==> src/rtl/comp_encoder.sv <==
// Comparator-waveform encoder: turns accepted samples into a pulse of `value` ticks per rising half-frame.
// Optional macro COMP_ENCODER_CLAMP_EN: out-of-range samples are clamped to MAXCOUNT-1 instead of dropped.
module comp_encoder #(
  parameter int unsigned WIDTH    = 7,
  parameter int unsigned MAXCOUNT = 100
) (
  input  logic             clkCount,
  input  logic             reset,
  input  logic [WIDTH-1:0] value,
  input  logic             valueValid,
  output logic             valueReady,
  output logic             comp,
  output logic             frameUp,
  output logic             frameStart
);

  localparam int unsigned TW = (MAXCOUNT > 1) ? $clog2(MAXCOUNT) : 1;
  localparam int unsigned CW = (TW > WIDTH) ? TW : WIDTH;
  localparam logic [TW-1:0]    TICK_LAST = TW'(MAXCOUNT - 1);
  localparam logic [WIDTH-1:0] VALUE_MAX = WIDTH'(MAXCOUNT - 1);

  typedef enum logic [1:0] {IDLE, UP, DOWN} state_e;

  state_e           state_q, state_d;
  logic [TW-1:0]    tick_q, tick_d;
  logic [WIDTH-1:0] active_q, active_d;
  logic [WIDTH-1:0] pending_q, pending_d;
  logic             pending_full_q, pending_full_d;
  logic             comp_q, comp_d;
  logic             frame_up_q, frame_up_d;
  logic             frame_start_q, frame_start_d;
  logic             xfer;
  logic             boundary;
  logic             in_range;

  assign valueReady = !pending_full_q && reset;
  assign xfer       = valueValid && valueReady;
  assign in_range   = 32'(value) < MAXCOUNT;

  // Next-state, sample buffering and registered-output computation.
  always_comb begin
    state_d        = state_q;
    tick_d         = tick_q;
    active_d       = active_q;
    pending_d      = pending_q;
    pending_full_d = pending_full_q;

    case (state_q)
      IDLE: begin
        state_d = UP;
        tick_d  = '0;
      end
      UP: begin
        if (tick_q == TICK_LAST) begin
          state_d = DOWN;
          tick_d  = '0;
        end else begin
          tick_d = tick_q + TW'(1);
        end
      end
      DOWN: begin
        if (tick_q == TICK_LAST) begin
          state_d = UP;
          tick_d  = '0;
        end else begin
          tick_d = tick_q + TW'(1);
        end
      end
      default: begin
        state_d = IDLE;
        tick_d  = '0;
      end
    endcase

    boundary = (state_d == UP) && (state_q != UP);

    // Promotion reads the pre-edge pending, so a same-edge transfer lands in pending.
    if (boundary && pending_full_q) begin
      active_d       = pending_q;
      pending_full_d = 1'b0;
    end

    if (xfer) begin
`ifdef COMP_ENCODER_CLAMP_EN
      pending_d      = in_range ? value : VALUE_MAX;
      pending_full_d = 1'b1;
`else
      if (in_range) begin
        pending_d      = value;
        pending_full_d = 1'b1;
      end
`endif
    end

    frame_up_d    = (state_d == UP);
    frame_start_d = (state_d == UP) && (tick_d == '0);
    comp_d        = (state_d == UP) && (CW'(tick_d) < CW'(active_d));
  end

  always_ff @(posedge clkCount or negedge reset) begin
    if (!reset) begin
      state_q        <= IDLE;
      tick_q         <= '0;
      active_q       <= '0;
      pending_q      <= '0;
      pending_full_q <= 1'b0;
      comp_q         <= 1'b0;
      frame_up_q     <= 1'b0;
      frame_start_q  <= 1'b0;
    end else begin
      state_q        <= state_d;
      tick_q         <= tick_d;
      active_q       <= active_d;
      pending_q      <= pending_d;
      pending_full_q <= pending_full_d;
      comp_q         <= comp_d;
      frame_up_q     <= frame_up_d;
      frame_start_q  <= frame_start_d;
    end
  end

  assign comp       = comp_q;
  assign frameUp    = frame_up_q;
  assign frameStart = frame_start_q;

endmodule

==> config.mk <==
export PLATFORM = sky130hd
export DESIGN_NAME = comp_encoder
export DESIGN_NICKNAME = d
export VERILOG_FILES = /design/src/rtl/comp_encoder.sv
export SDC_FILE = /design/constraint.sdc
export NUM_CORES = 1
export LEC_CHECK = 0
export BUFFER_PORTS_ARGS = -buffer_cell sky130_fd_sc_hd__buf_2
export CAP_MARGIN = 20
export CORE_ASPECT_RATIO = 0.9
export CORE_MARGIN = 10
export CORE_UTILIZATION = 40
export DETAILED_ROUTE_END_ITERATION = 12
export GPL_TIMING_DRIVEN = 0
export PLACE_DENSITY = 0.64
export REMOVE_ABC_BUFFERS = 1
export SLEW_MARGIN = 20
export SYNTH_ARGS = -nofsm -noshare
export SYNTH_HDL_FRONTEND = slang
export SYNTH_SLANG_ARGS = --single-unit
export TNS_END_PERCENT = 50
==> constraint.sdc <==
create_clock -name clkCount -period 5.4 [get_ports clkCount]
set_input_delay 0.54 -clock clkCount [delete_from_list [all_inputs] [get_ports clkCount]]
set_output_delay 0.54 -clock clkCount [all_outputs]
set_load 0.01 [all_outputs]
==> summary by stage <==
Run status
The run finished with clean final reports.

Yosys
The commonest cells after synthesis are sky130_fd_sc_hd__dfrtp_1 (27), sky130_fd_sc_hd__ha_1 (10), sky130_fd_sc_hd__inv_1 (10), sky130_fd_sc_hd__nor2_1 (9), sky130_fd_sc_hd__nand2_1 (8). Among all cell types in the netlist, the one instantiated most often is sky130_fd_sc_hd__dfrtp_1. Counting flops with an async set or reset pin after synthesis yields a share of between 90% and 100%.

Counting flops with a built-in enable in the synthesized netlist gives 0. By area the synthesized netlist is led by sky130_fd_sc_hd__dfrtp_1 (50%), sky130_fd_sc_hd__ha_1 (9.3%), sky130_fd_sc_hd__mux2_2 (4.2%). The synthesized design contains 27 register bits. The count of distinct cell types in the synthesized netlist is 33. The average instance area after synthesis is approximately 11 um2. The primary flip-flop cell chosen by synthesis mapping is sky130_fd_sc_hd__dfrtp_1.

Summing the sequential cell areas from Yosys gives between 50% and 60% of the chip area. The area of the mapped netlist is about 1300 um2. Summed over all instances, the cell type with the most area after synthesis is sky130_fd_sc_hd__dfrtp_1. The cell count after synthesis is between 100 and 150. During synthesis, Yosys emitted a total of 0 warnings.

In this run the biggest area consumer among cell types represents around 50% of the synthesized area.

Global routing
The initial antenna violation count is 0. Global routing used 9.16% of the available tracks across all layers. The number of global-route vias before repair was 1,009. For this run the aggregate overflow at the end of global routing stands at 0.

The global-route wire length before repair is between 4000 and 5000 um. The pin count of the biggest net entering global routing is 29.

Power and ir drop
The analysis attributes to cell leakage a power of roughly 0.74 nW. The share of total power dissipated in the clock network is between 20% and 30%. The total power per unit cell area is roughly 270 nW/um2.

The proportion of power drawn by flip-flops and latches is between 60% and 70%. The worst-case IR drop observed on VDD is about 0.26 mV. The proportion of total power due to net switching is about a quarter.

For this design the total switching power over the nets is approximately 0.00010 W. The total power is roughly 0.00041 W. The fraction of power consumed by combinational cells is 12.5%. Cell internal power was estimated by the tool at roughly 0.0003 W.

Detailed routing
The wire length per cell after detailed routing is about 14 um. For this run, the detailed router's first-pass iteration total came to 2. After detailed routing, the number of remaining DRC violations is 0. In this run, the number of DRC markers left after iteration 0 of detailed routing was 35. The detail route stage leaves a number of antenna-violating nets equal to 0. For this block, the routed nets add up to about 2500 um of wire.

The ratio of routed vias to standard cells is just over 5. The total via count after detailed routing is ~910.

Timing
In the finished design, the share of the clock period the worst path needs comes to 72.9%. For the final database, setup skew stands at about 0.0036 ns. The final number of max-transition violations is 0. The hold violation count in the final report came to 0. The top achievable clock speed is roughly 250 MHz. The least setup slack across all paths after layout is ~1.5 ns.

After routing, the total negative slack on setup checks comes to 0 ns. The worst path in the final design needs a cycle of between 3 and 4 ns, including I/O delays and setup. The slew at the pin closest to its max-slew limit is approximately 0.67 ns. The number of setup violations in the final report is 0. Setup repair after global routing left no endpoint under its margin. Measured against its own limit, the worst slew margin works out to between 50% and 60%.

CTS
The depth of the CTS H-tree is 1. Counting along the longest clock path gives a buffer depth of 2. Clock-pin slew was measured on the worst setup and hold paths at about 0.09 ns.

TritonCTS built the clock tree. The count of clock tree sinks is 27. The clock tree root buffer cell is sky130_fd_sc_hd__clkbuf_8.

The clock insertion delay at the later pin of the skew report is around 0.27 ns. TritonCTS created 3 clock buffers. After clock tree synthesis, the flow added hold-fix buffers numbering 0. The number of setup buffers added after CTS is 0. The number of gates resized after cts is 0.

Hold path
The class of the tightest hold or removal check is primary input to asynchronous set/reset pin.

Job
The count of max-cap constraint violations is 0.

Finish
Across the whole layout, storage elements account for slightly below 700 um2. The count of antenna diodes in the layout is 0. The fill cell instance count of the final layout is approximately 300.

After the last flow step, the layout net total stands at ~160. The fraction of final layout cells sized beyond drive strength 1 is around 22%. The filler-free cell count of the finished design is 180. The total area of multi-input combinational cells is between 600 and 700 um2. The area growth from synthesis to layout is 10.9%.

Placement
The pre-CTS worst setup slack is about 1.5 ns. The placed cell count is roughly 180. The half-perimeter wire length after detailed placement is around 1900 um.

Input and output buffers added on the ports amount to 13. The routability congestion estimate from global placement is 0.760.

Die
The boundary pin count is 14. For this configuration, the core starts out at a cell density of a little over two fifths. In this run the horizontal extent of the chip is between 80 and 90 um. The site row count is 19.

The floorplan die area is around 6000 um2. The vertical extent of the die is between 70 and 80 um. The core region is roughly 3100 um2.

Critical path
The cell type with the highest occurrence count on the critical path is sky130_fd_sc_hd__o21ai_0. Broken down by cell family, the worst path's largest delay share belongs to compound AO/OA/AOI/OAI gates. The number of buffers and inverters on the critical path is 0. The highest-delay cell along the critical path is sky130_fd_sc_hd__a2111o_1. Of all nets on the critical path, the largest fanout is 11. The launching element of the worst setup path is tick_q[2]$_DFF_PN0_.

Walking the worst path, the cells encountered are or3_4 -> or2_0 -> a2111o_1 -> o21a_1 -> ha_1 -> a41oi_1 -> o21ai_0 -> a2111oi_0 -> o21ai_0 -> o211ai_1. STA classifies the critical path endpoint as a flip-flop. For the worst setup path, the data arrival time is slightly above 4 ns. The critical path launch point type is a flip-flop.

STA puts the critical path data required time at about 5.6 ns. The launch point of the worst reg-to-reg path is tick_q[2]$_DFF_PN0_. For this run, the slowest stage of the critical path takes around 0.67 ns. The critical path is of the flip-flop to flip-flop type.
[layout make-up]
| type | instances | area share (%) |
|---|---|---|
| flip-flops and latches | 27 | 45.2 |
| multi-input cells | 80 | 40.4 |
| repair buffers | 13 | 4.35 |
| inverters | 14 | 3.51 |
| well taps | 42 | 3.51 |
| clock buffers | 3 | 2.76 |
| clock inverters | 1 | 0.334 |
[stage by stage]
| stage | utilization [%] | instance area [um2] | hold slack (ns) |
|---|---|---|---|
| 2_1_floorplan | - | 1330 | 0.244 |
| 3_3_place_gp | 46.2 | 1450 | 0.466 |
| 3_5_place_dp | 46.2 | 1450 | 0.478 |
| 4_1_cts | 47.7 | 1500 | 0.290 |
| 5_1_grt | 47.7 | 1500 | 0.302 |
| 6_report | 47.7 | 1500 | 0.267 |
[power by group through the flow]
stage | clock, W | sequential [W] | combinational [W]
after floorplan | 0 | 0.000247 | 0.0000358
after detailed placement | 0 | 0.000251 | 0.0000525
final | 0.000112 | 0.000247 | 0.0000514
after global routing | 0.000126 | 0.000252 | 0.0000591
after CTS | 0.000118 | 0.000247 | 0.0000528
after global placement | 0 | 0.000250 | 0.0000491
[sequential cells by signal, summed over array words and instances, names as in the netlist]
signal          flops
tick_q              7
frameStart          1
pending_full_q      1
active_q            7
frameUp             1
pending_q           7
comp                1
state_q             2
[cells in the final DEF, fill, tap and decap left out, types with 3 or more instances in the layout]
master	n
sky130_fd_sc_hd__dfrtp_1	27
sky130_fd_sc_hd__ha_1	10
sky130_fd_sc_hd__mux2_2	5
sky130_fd_sc_hd__xor2_1	4
sky130_fd_sc_hd__nand2_1	8
sky130_fd_sc_hd__inv_2	4
sky130_fd_sc_hd__inv_1	10
sky130_fd_sc_hd__clkbuf_8	3
sky130_fd_sc_hd__nand3_1	4
sky130_fd_sc_hd__buf_2	13
sky130_fd_sc_hd__mux2i_2	4
sky130_fd_sc_hd__o21ai_0	5
sky130_fd_sc_hd__o21a_1	3
sky130_fd_sc_hd__nor2_1	9
sky130_fd_sc_hd__a21oi_1	5
[worst paths after layout]
check	to	slack, ns	cells past startpoint
max in group asynchronous	active_q[3]$_DFF_PN0_	4.74	1
worst min register to register	active_q[5]$_DFF_PN0_	0.50	2
worst min-delay path	tick_q[5]$_DFF_PN0_	0.27	1
min in group clkCount	active_q[5]$_DFF_PN0_	0.50	2
worst max-delay path	comp$_DFF_PN0_	1.46	10
worst max register to register	comp$_DFF_PN0_	1.46	10
[kinds of logic (layout without fill, tap and decap cells)]
logic type	after synthesis	count (layout)	synth area share (%)
compound gates	23	23	11.5
xor+xnor	5	5	3.25
fa+ha+maj	10	10	9.28
buf+inv	16	31	5.10
flops	27	27	50.1
mux	10	10	9.00
simple gates	32	32	11.8
[layer usage]
layer | track usage, % | wire length, um | up-vias
met2 | 14.6 | 1210 | 16
met3 | 3.21 | 95 | 6
met4 | 4.41 | 57 | 0
li1 | - | - | 457
met1 | 10.9 | 1130 | 428
met5 | 0 | 0 | -
Power figures use the tool's default switching activity.
